==> config.mk <==
export PLATFORM = sky130hd
export DESIGN_NAME = fp_divider_iter
export DESIGN_NICKNAME = d
export VERILOG_FILES = /design/src/rtl/fpu_pkg.sv /design/src/rtl/fp_div_mantissa_core.sv /design/src/rtl/fp_divider_iter.sv
export SDC_FILE = /design/constraint.sdc
export NUM_CORES = 1
export LEC_CHECK = 0
export ABC_AREA = 1
export CAP_MARGIN = 5
export CORE_UTILIZATION = 45
export DETAILED_ROUTE_END_ITERATION = 8
export GPL_TIMING_DRIVEN = 0
export PLACE_DENSITY = 0.67
export SYNTH_ARGS = -nofsm -noshare
export SYNTH_HDL_FRONTEND = slang
export SYNTH_SLANG_ARGS = --single-unit
==> constraint.sdc <==
create_clock -name clk -period 3.9 [get_ports clk]
set_input_delay 1.17 -clock clk [delete_from_list [all_inputs] [get_ports clk]]
set_output_delay 1.17 -clock clk [all_outputs]
set_load 0.1 [all_outputs]
==> src/rtl/fpu_pkg.sv <==
// Shared constants and FSM state type for the iterative FP divider.
// Latency: n/a (package only).
// Backpressure: n/a (package only).
package fpu_pkg;

    localparam int D_W  = 32;
    localparam int E_W  = 8;
    localparam int M_W  = 23;
    localparam int BIAS = 127;

    localparam logic [31:0] QNAN    = 32'h7FC0_0000;
    localparam logic [31:0] POS_INF = 32'h7F80_0000;

    typedef enum logic [1:0] {
        IDLE   = 2'd0,
        DIVIDE = 2'd1,
        NORM   = 2'd2,
        DONE   = 2'd3
    } state_t;

endpackage

==> src/rtl/fp_div_mantissa_core.sv <==
// Restoring divider of {1,man_a} by {1,man_b}, one quotient bit per cycle.
// Latency: loads on start, then M_WIDTH+2 iteration cycles; done flags the last one.
// Backpressure: none; start reloads unconditionally, quotient held until next start.
module fp_div_mantissa_core #(
    parameter int M_WIDTH = 23
) (
    input  logic               clk,
    input  logic               rst_n,
    input  logic               start,
    input  logic [M_WIDTH-1:0] man_a,
    input  logic [M_WIDTH-1:0] man_b,
    output logic               done,
    output logic [M_WIDTH+1:0] quot
);

    localparam int QW = M_WIDTH + 2;

    // Partial remainder stays below twice the divisor, so QW bits suffice.
    logic [QW-1:0]      rem;
    logic [M_WIDTH:0]   dvs;
    logic [4:0]         cnt;
    logic [QW-1:0]      diff;
    logic               ge;

    // Trial subtraction for the current quotient bit.
    always_comb begin
        ge   = (rem >= {1'b0, dvs});
        diff = rem - {1'b0, dvs};
    end

    // Done is raised during the cycle whose edge writes the final quotient bit.
    assign done = (cnt == 5'd1);

    // Load operands on start, then shift in one quotient bit per cycle.
    always_ff @(posedge clk) begin
        if (!rst_n) begin
            rem  <= '0;
            dvs  <= '0;
            cnt  <= '0;
            quot <= '0;
        end else if (start) begin
            rem  <= {1'b0, 1'b1, man_a};
            dvs  <= {1'b1, man_b};
            cnt  <= 5'(QW);
            quot <= '0;
        end else if (cnt != 5'd0) begin
            quot <= {quot[QW-2:0], ge};
            rem  <= ge ? {diff[QW-2:0], 1'b0} : {rem[QW-2:0], 1'b0};
            cnt  <= cnt - 5'd1;
        end
    end

endmodule

==> src/rtl/fp_divider_iter.sv <==
// Iterative IEEE-754 single divider (truncating, denormals flushed); optional flags via FP_DIV_FLAGS_EN.
// Latency: 27 edges incl. accepting edge for normal operands, 1 edge for special cases.
// Backpressure: in_ready only in IDLE; result held in DONE until out_ready.
module fp_divider_iter
    import fpu_pkg::*;
#(
    parameter int D_WIDTH = D_W,
    parameter int E_WIDTH = E_W,
    parameter int M_WIDTH = M_W
) (
    input  logic               clk,
    input  logic               rst_n,
    input  logic               in_valid,
    output logic               in_ready,
    input  logic [D_WIDTH-1:0] number_1,
    input  logic [D_WIDTH-1:0] number_2,
    output logic               out_valid,
    input  logic               out_ready,
    output logic [D_WIDTH-1:0] number_out
`ifdef FP_DIV_FLAGS_EN
    ,
    output logic [3:0]         flags
`endif
);

    localparam int EW2 = E_WIDTH + 2;
    localparam logic [E_WIDTH-1:0]    EXP_MAX = '1;
    localparam logic signed [EW2-1:0] BIAS_S  = EW2'(BIAS);
    localparam logic signed [EW2-1:0] EMAX_S  = EW2'((1 << E_WIDTH) - 1);

    state_t state, state_nxt;

    logic               sign_q;
    logic [E_WIDTH-1:0] exp_a, exp_b;

    logic               in_sign;
    logic [E_WIDTH-1:0] in_exp_a, in_exp_b;
    logic               accept, start;
    logic               is_nan, is_zero, is_inf, special;
    logic [D_WIDTH-1:0] special_res;

    logic               core_done;
    logic [M_WIDTH+1:0] quot;

    logic signed [EW2-1:0] e_raw, e_adj;
    logic [M_WIDTH-1:0]    man_n;
    logic                  ovf, unf;
    logic [D_WIDTH-1:0]    norm_res;

`ifdef FP_DIV_FLAGS_EN
    logic [3:0] flags_q;
    assign flags = flags_q;
`endif

    assign in_ready  = (state == IDLE);
    assign out_valid = (state == DONE);

    assign in_sign  = number_1[D_WIDTH-1] ^ number_2[D_WIDTH-1];
    assign in_exp_a = number_1[D_WIDTH-2 -: E_WIDTH];
    assign in_exp_b = number_2[D_WIDTH-2 -: E_WIDTH];
    assign accept   = (state == IDLE) && in_valid;
    assign start    = accept && !special;

    // Special-case classification on the raw inputs in the accepting cycle.
    always_comb begin
        is_nan  = (in_exp_a == EXP_MAX) || (in_exp_b == EXP_MAX) ||
                  ((in_exp_a == '0) && (in_exp_b == '0));
        is_zero = (in_exp_a == '0);
        is_inf  = (in_exp_b == '0);
        special = is_nan || is_zero || is_inf;
        if (is_nan) begin
            special_res = D_WIDTH'(QNAN);
        end else if (is_zero) begin
            special_res = {in_sign, {(D_WIDTH-1){1'b0}}};
        end else begin
            special_res = D_WIDTH'(POS_INF) | {in_sign, {(D_WIDTH-1){1'b0}}};
        end
    end

    fp_div_mantissa_core #(
        .M_WIDTH (M_WIDTH)
    ) u_core (
        .clk   (clk),
        .rst_n (rst_n),
        .start (start),
        .man_a (number_1[M_WIDTH-1:0]),
        .man_b (number_2[M_WIDTH-1:0]),
        .done  (core_done),
        .quot  (quot)
    );

    // Exponent, one-bit normalisation and overflow/underflow clamping.
    always_comb begin
        e_raw = $signed({2'b00, exp_a}) - $signed({2'b00, exp_b}) + BIAS_S;
        if (quot[M_WIDTH+1]) begin
            e_adj = e_raw;
            man_n = quot[M_WIDTH:1];
        end else begin
            e_adj = e_raw - EW2'(1);
            man_n = quot[M_WIDTH-1:0];
        end
        ovf = (e_adj >= EMAX_S);
        unf = e_adj[EW2-1] || (e_adj == '0);
        if (ovf) begin
            norm_res = D_WIDTH'(POS_INF) | {sign_q, {(D_WIDTH-1){1'b0}}};
        end else if (unf) begin
            norm_res = {sign_q, {(D_WIDTH-1){1'b0}}};
        end else begin
            norm_res = {sign_q, e_adj[E_WIDTH-1:0], man_n};
        end
    end

    // State register.
    always_ff @(posedge clk) begin
        if (!rst_n) begin
            state <= IDLE;
        end else begin
            state <= state_nxt;
        end
    end

    // Next-state logic.
    always_comb begin
        state_nxt = state;
        case (state)
            IDLE:    if (in_valid)  state_nxt = special ? DONE : DIVIDE;
            DIVIDE:  if (core_done) state_nxt = NORM;
            NORM:    state_nxt = DONE;
            DONE:    if (out_ready) state_nxt = IDLE;
            default: state_nxt = IDLE;
        endcase
    end

    // Operand capture and result/flag registers, written only on accept or in NORM.
    always_ff @(posedge clk) begin
        if (!rst_n) begin
            sign_q     <= 1'b0;
            exp_a      <= '0;
            exp_b      <= '0;
            number_out <= '0;
`ifdef FP_DIV_FLAGS_EN
            flags_q    <= '0;
`endif
        end else if (accept) begin
            sign_q <= in_sign;
            exp_a  <= in_exp_a;
            exp_b  <= in_exp_b;
            if (special) begin
                number_out <= special_res;
`ifdef FP_DIV_FLAGS_EN
                flags_q    <= {is_nan, !is_nan && !is_zero && is_inf, 2'b00};
`endif
            end
        end else if (state == NORM) begin
            number_out <= norm_res;
`ifdef FP_DIV_FLAGS_EN
            flags_q    <= {2'b00, ovf, unf};
`endif
        end
    end

endmodule

==> flow_summary.toml <==
[status]
status = "finished clean"

[cells_and_area]
final_cells = 1497
areaGrowthSynthToFinish_pct = 24.06
antennaDiodeCount = 0
fin_nets = 1376
final_area_um2 = 9756
drive_gt1_frac = 0.06891

[timing]
final_max_slew_viol_count = 0
clock_skew_ns = 0.004783
rsz0062_at_grt = "false"
setup_viol = 0
tightest_slew_ns = 0.9806
slew_headroom = 0.3442
max_freq_mhz = 276.4
final.min_clock_period_ns = 3.618
finalHoldViolations = 0
post-route-period-util = 0.9277

[floorplanning]
start_util = 0.4676
die_y_um = 134.2
die_w_um = 134.2
ios = 102
rows = 47
die-area_um2 = 18010
coreArea_um2 = 16820

[route]
detail-route-antenna-nets = 0
drt_iter0_drc = 569
post_drt_wl_per_cell_um = 15.02
drt_wl_total_um = 22490
viasPerCell = 5.289
drcViolationCount = 0
num_vias = 7918
drt-pass1-iter-count = 6

[yosys]
ys_types = 45
netlist_area_um2 = 7864
synth_adder_area_share = 0.07033
synth_compound_area_frac = 0.2091
synthSimpleGateAreaFrac = 0.2791
synth_async_sr_flop_share = 0
synthXorXnorAreaFrac = 0.02991
syn_avg_cell_area_um2 = 6.868
synth_mux_area_frac = 0
synth_top_family_by_area = "simple AND/OR/NAND/NOR gates"
ys_warn_count = 0
synthFlopType = "dfxtp_1"
syn_inst = 1145
ys_seq_elements = 130
syn-num-nets = 1256
synth_edf_count = 0
yosysSeqAreaShare = 0.3309

[worst_setup_path]
critPathLaunch = "number_2[26]"
timing.rr.end = "number_out[11]$_SDFFE_PN0P_"
rrSetupSlack_ns = 0.60
r2r_start = "exp_a[0]$_SDFFE_PN0P_"
cp-end-kind = "flip-flop"
crit_arrival_ns = 3.96
worstSetupPathType = "input port to flip-flop"
crit_path_top_delay_cell = "clkdlybuf4s50_1"
cpPeakStageDelay_ns = 0.54
worst-path-buf-inv = 4
cp-start-kind = "input port"
crit_chain = "clkdlybuf4s50_1, nor4_1, nand2_1, nor3_1, nor3_1, nand2_2, inv_1, clkbuf_1, clkbuf_2, nand2_1, a31oi_1"
critPathRequiredTime_ns = 4.24
critical-path-top-delay-family = "buffers and inverters"
cp_max_fo = 10
r2r_cells = 21

[placement]
placed_area_um2 = 9150
hpwlAfterDp_um = 16780
dp.cells = 1466
globalplace.congestion = 0.9492
port_buffers = 101

[worst_hold_path]
hold_depth = 2
min_from = "u_core.dvs[22]$_SDFFE_PN0P_"
min_path_type = "flip-flop to flip-flop"
min_to = "u_core.dvs[22]$_SDFFE_PN0P_"

[cts]
clkLatencyLatePin_ns = 0.42
path_clk_slew_ns = 0.06
cts_root_buffer = "clkbuf_16"
cts_setup_buffers = 0
cts_tree = "yes"
numCtsBuffers = 17
hold_buffers = 0
cts_resized = 0
cts_buffer_depth = 2
htreeDepth = 4
cts.sinks = 130

[pwr]
finalPower_mw = 9.432
max-vdd-ir-drop_uv = 706.7
p_leak_nw = 3.940
power_density_nw_per_um2 = 966.8

[global_route]
globalRouteOverflowTotal = 0
gr-usage-all-layers = 0.2561
grt_pass1_vias = 7381
grt_max_degree = 17
grt_pass1_wl_um = 36510
antenna_found_initial = 0

[job]
cap_violations = 0
power breakdown:
group	internal (mW)	switching (mW)	leakage, nW	total, mW
Combinational	1.96	4.05	2.59	6.01
Clock	1.04	0.598	0.284	1.63
Sequential	1.62	0.165	1.07	1.78
Total	4.62	4.81	3.94	9.43
placed cells by master, fill, tap and decap left out, drive strengths merged, types with 3 or more instances in the layout:
cell,count
nor2,102
dfxtp,130
o211ai,15
xor2,14
a31oi,19
nand2,290
nor3,7
xnor2,12
or2,4
ha,41
bufinv,3
a21o,5
inv,110
clkbuf,65
nor4,4
clkdlybuf4s50,101
clkinv,5
a211oi,23
o21a,3
nand4,10
o21bai,3
buf,7
nand3,77
o21ai,71
a22o,6
a21oi,138
cells in the mapped netlist (3+ instances only):
cell        n  area, um2
xor2_1     14      122.6
a21o_1      5      37.54
o21bai_1    3      22.52
nor4_1      4      25.02
o21a_1      3      22.52
nand3_1    60      300.3
nand2_1   278       1044
buf_6       3      33.78
a31oi_1    19      118.9
clkbuf_1   42      157.7
a211oi_1   23      172.7
ha_1       41      513.0
a21oi_2     4      35.03
nor3_1      7      35.03
nand3_2    17      170.2
nand4_1    10      62.56
buf_2       3      15.01
xnor2_1    11      96.34
o21ai_0    69      345.3
nor2_2      4      25.02
a21oi_1   134      670.6
inv_2       4      15.01
nand2_2    11      68.82
clkinv_1    3      11.26
inv_1     105      394.1
a22o_1      6      52.55
dfxtp_1   130       2603
or2_2       4      25.02
nor2_1     95      356.6
o211ai_1   15      112.6
registers in the layout, summed over array words and instances, names as in the netlist, 2 cells and up:
name         count
number_out      32
u_core.quot     25
u_core.rem      25
u_core.dvs      24
exp_a            8
exp_b            8
u_core.cnt       5
state            2
worst max path at each step:
stage / endpoint / slack (ns) / cells after the start
after global routing: u_core.rem[20]$_SDFFE_PN0P_ / 0.002 / 11
after CTS: u_core.rem[20]$_SDFFE_PN0P_ / 0.05 / 11
final: u_core.rem[20]$_SDFFE_PN0P_ / 0.28 / 11
after detailed placement: u_core.rem[20]$_SDFFE_PN0P_ / -0.36 / 11
after global placement: u_core.rem[20]$_SDFFE_PN0P_ / -0.41 / 11
after floorplan: u_core.rem[14]$_SDFFE_PN0P_ / 0.97 / 10
area by class of cell:
type	instances	area, um2
clock inverter	8	127.6
multi-input combinational	854	4636
tap	220	275.3
fill	1651	7063
buffer	49	215.2
timing repair buffer	101	1011
clock buffer	23	467.9
inverter	112	420.4
sequential	130	2603
per-stage QoR:
step	hold WS [ns]	util	setup TNS, ns	worst slack [ns]
3_3_place_gp	0.4477	0.5440	-7.627	-0.4130
2_1_floorplan	0.4331	-	0	0.9704
6_report	0.4613	0.5800	0	0.2821
4_1_cts	0.4648	0.5795	0	0.04564
5_1_grt	0.4787	0.5800	0	0.001967
3_5_place_dp	0.4562	0.5440	-7.515	-0.3606
kinds of logic (layout without fill, tap and decap cells):
family                   count (synthesis)  after routing
AO/OA/AOI/OAI                          287            287
XOR/XNOR                                26             26
adder cells (fa/ha/maj)                 43             43
buffers and inverters                  161            293
flip-flops                             130            130
AND/OR/NAND/NOR                        498            498
per-layer routing:
layer / routed length [um] / GRT usage
met2: 10130 / 0.4111
met5: 0 / 0
met1: 10770 / 0.3411
met3: 1077 / 0.04724
met4: 515 / 0.09613
worst register-to-register path: cells and delay by family, from the launching register on:
family	cells	cell delay (ns)
adder cells (fa/ha/maj)	3	0.82
flip-flops	1	0.31
AND/OR/NAND/NOR	11	1.10
buffers and inverters	5	0.65
AO/OA/AOI/OAI	2	0.33
(Power assumes the default switching activity.)
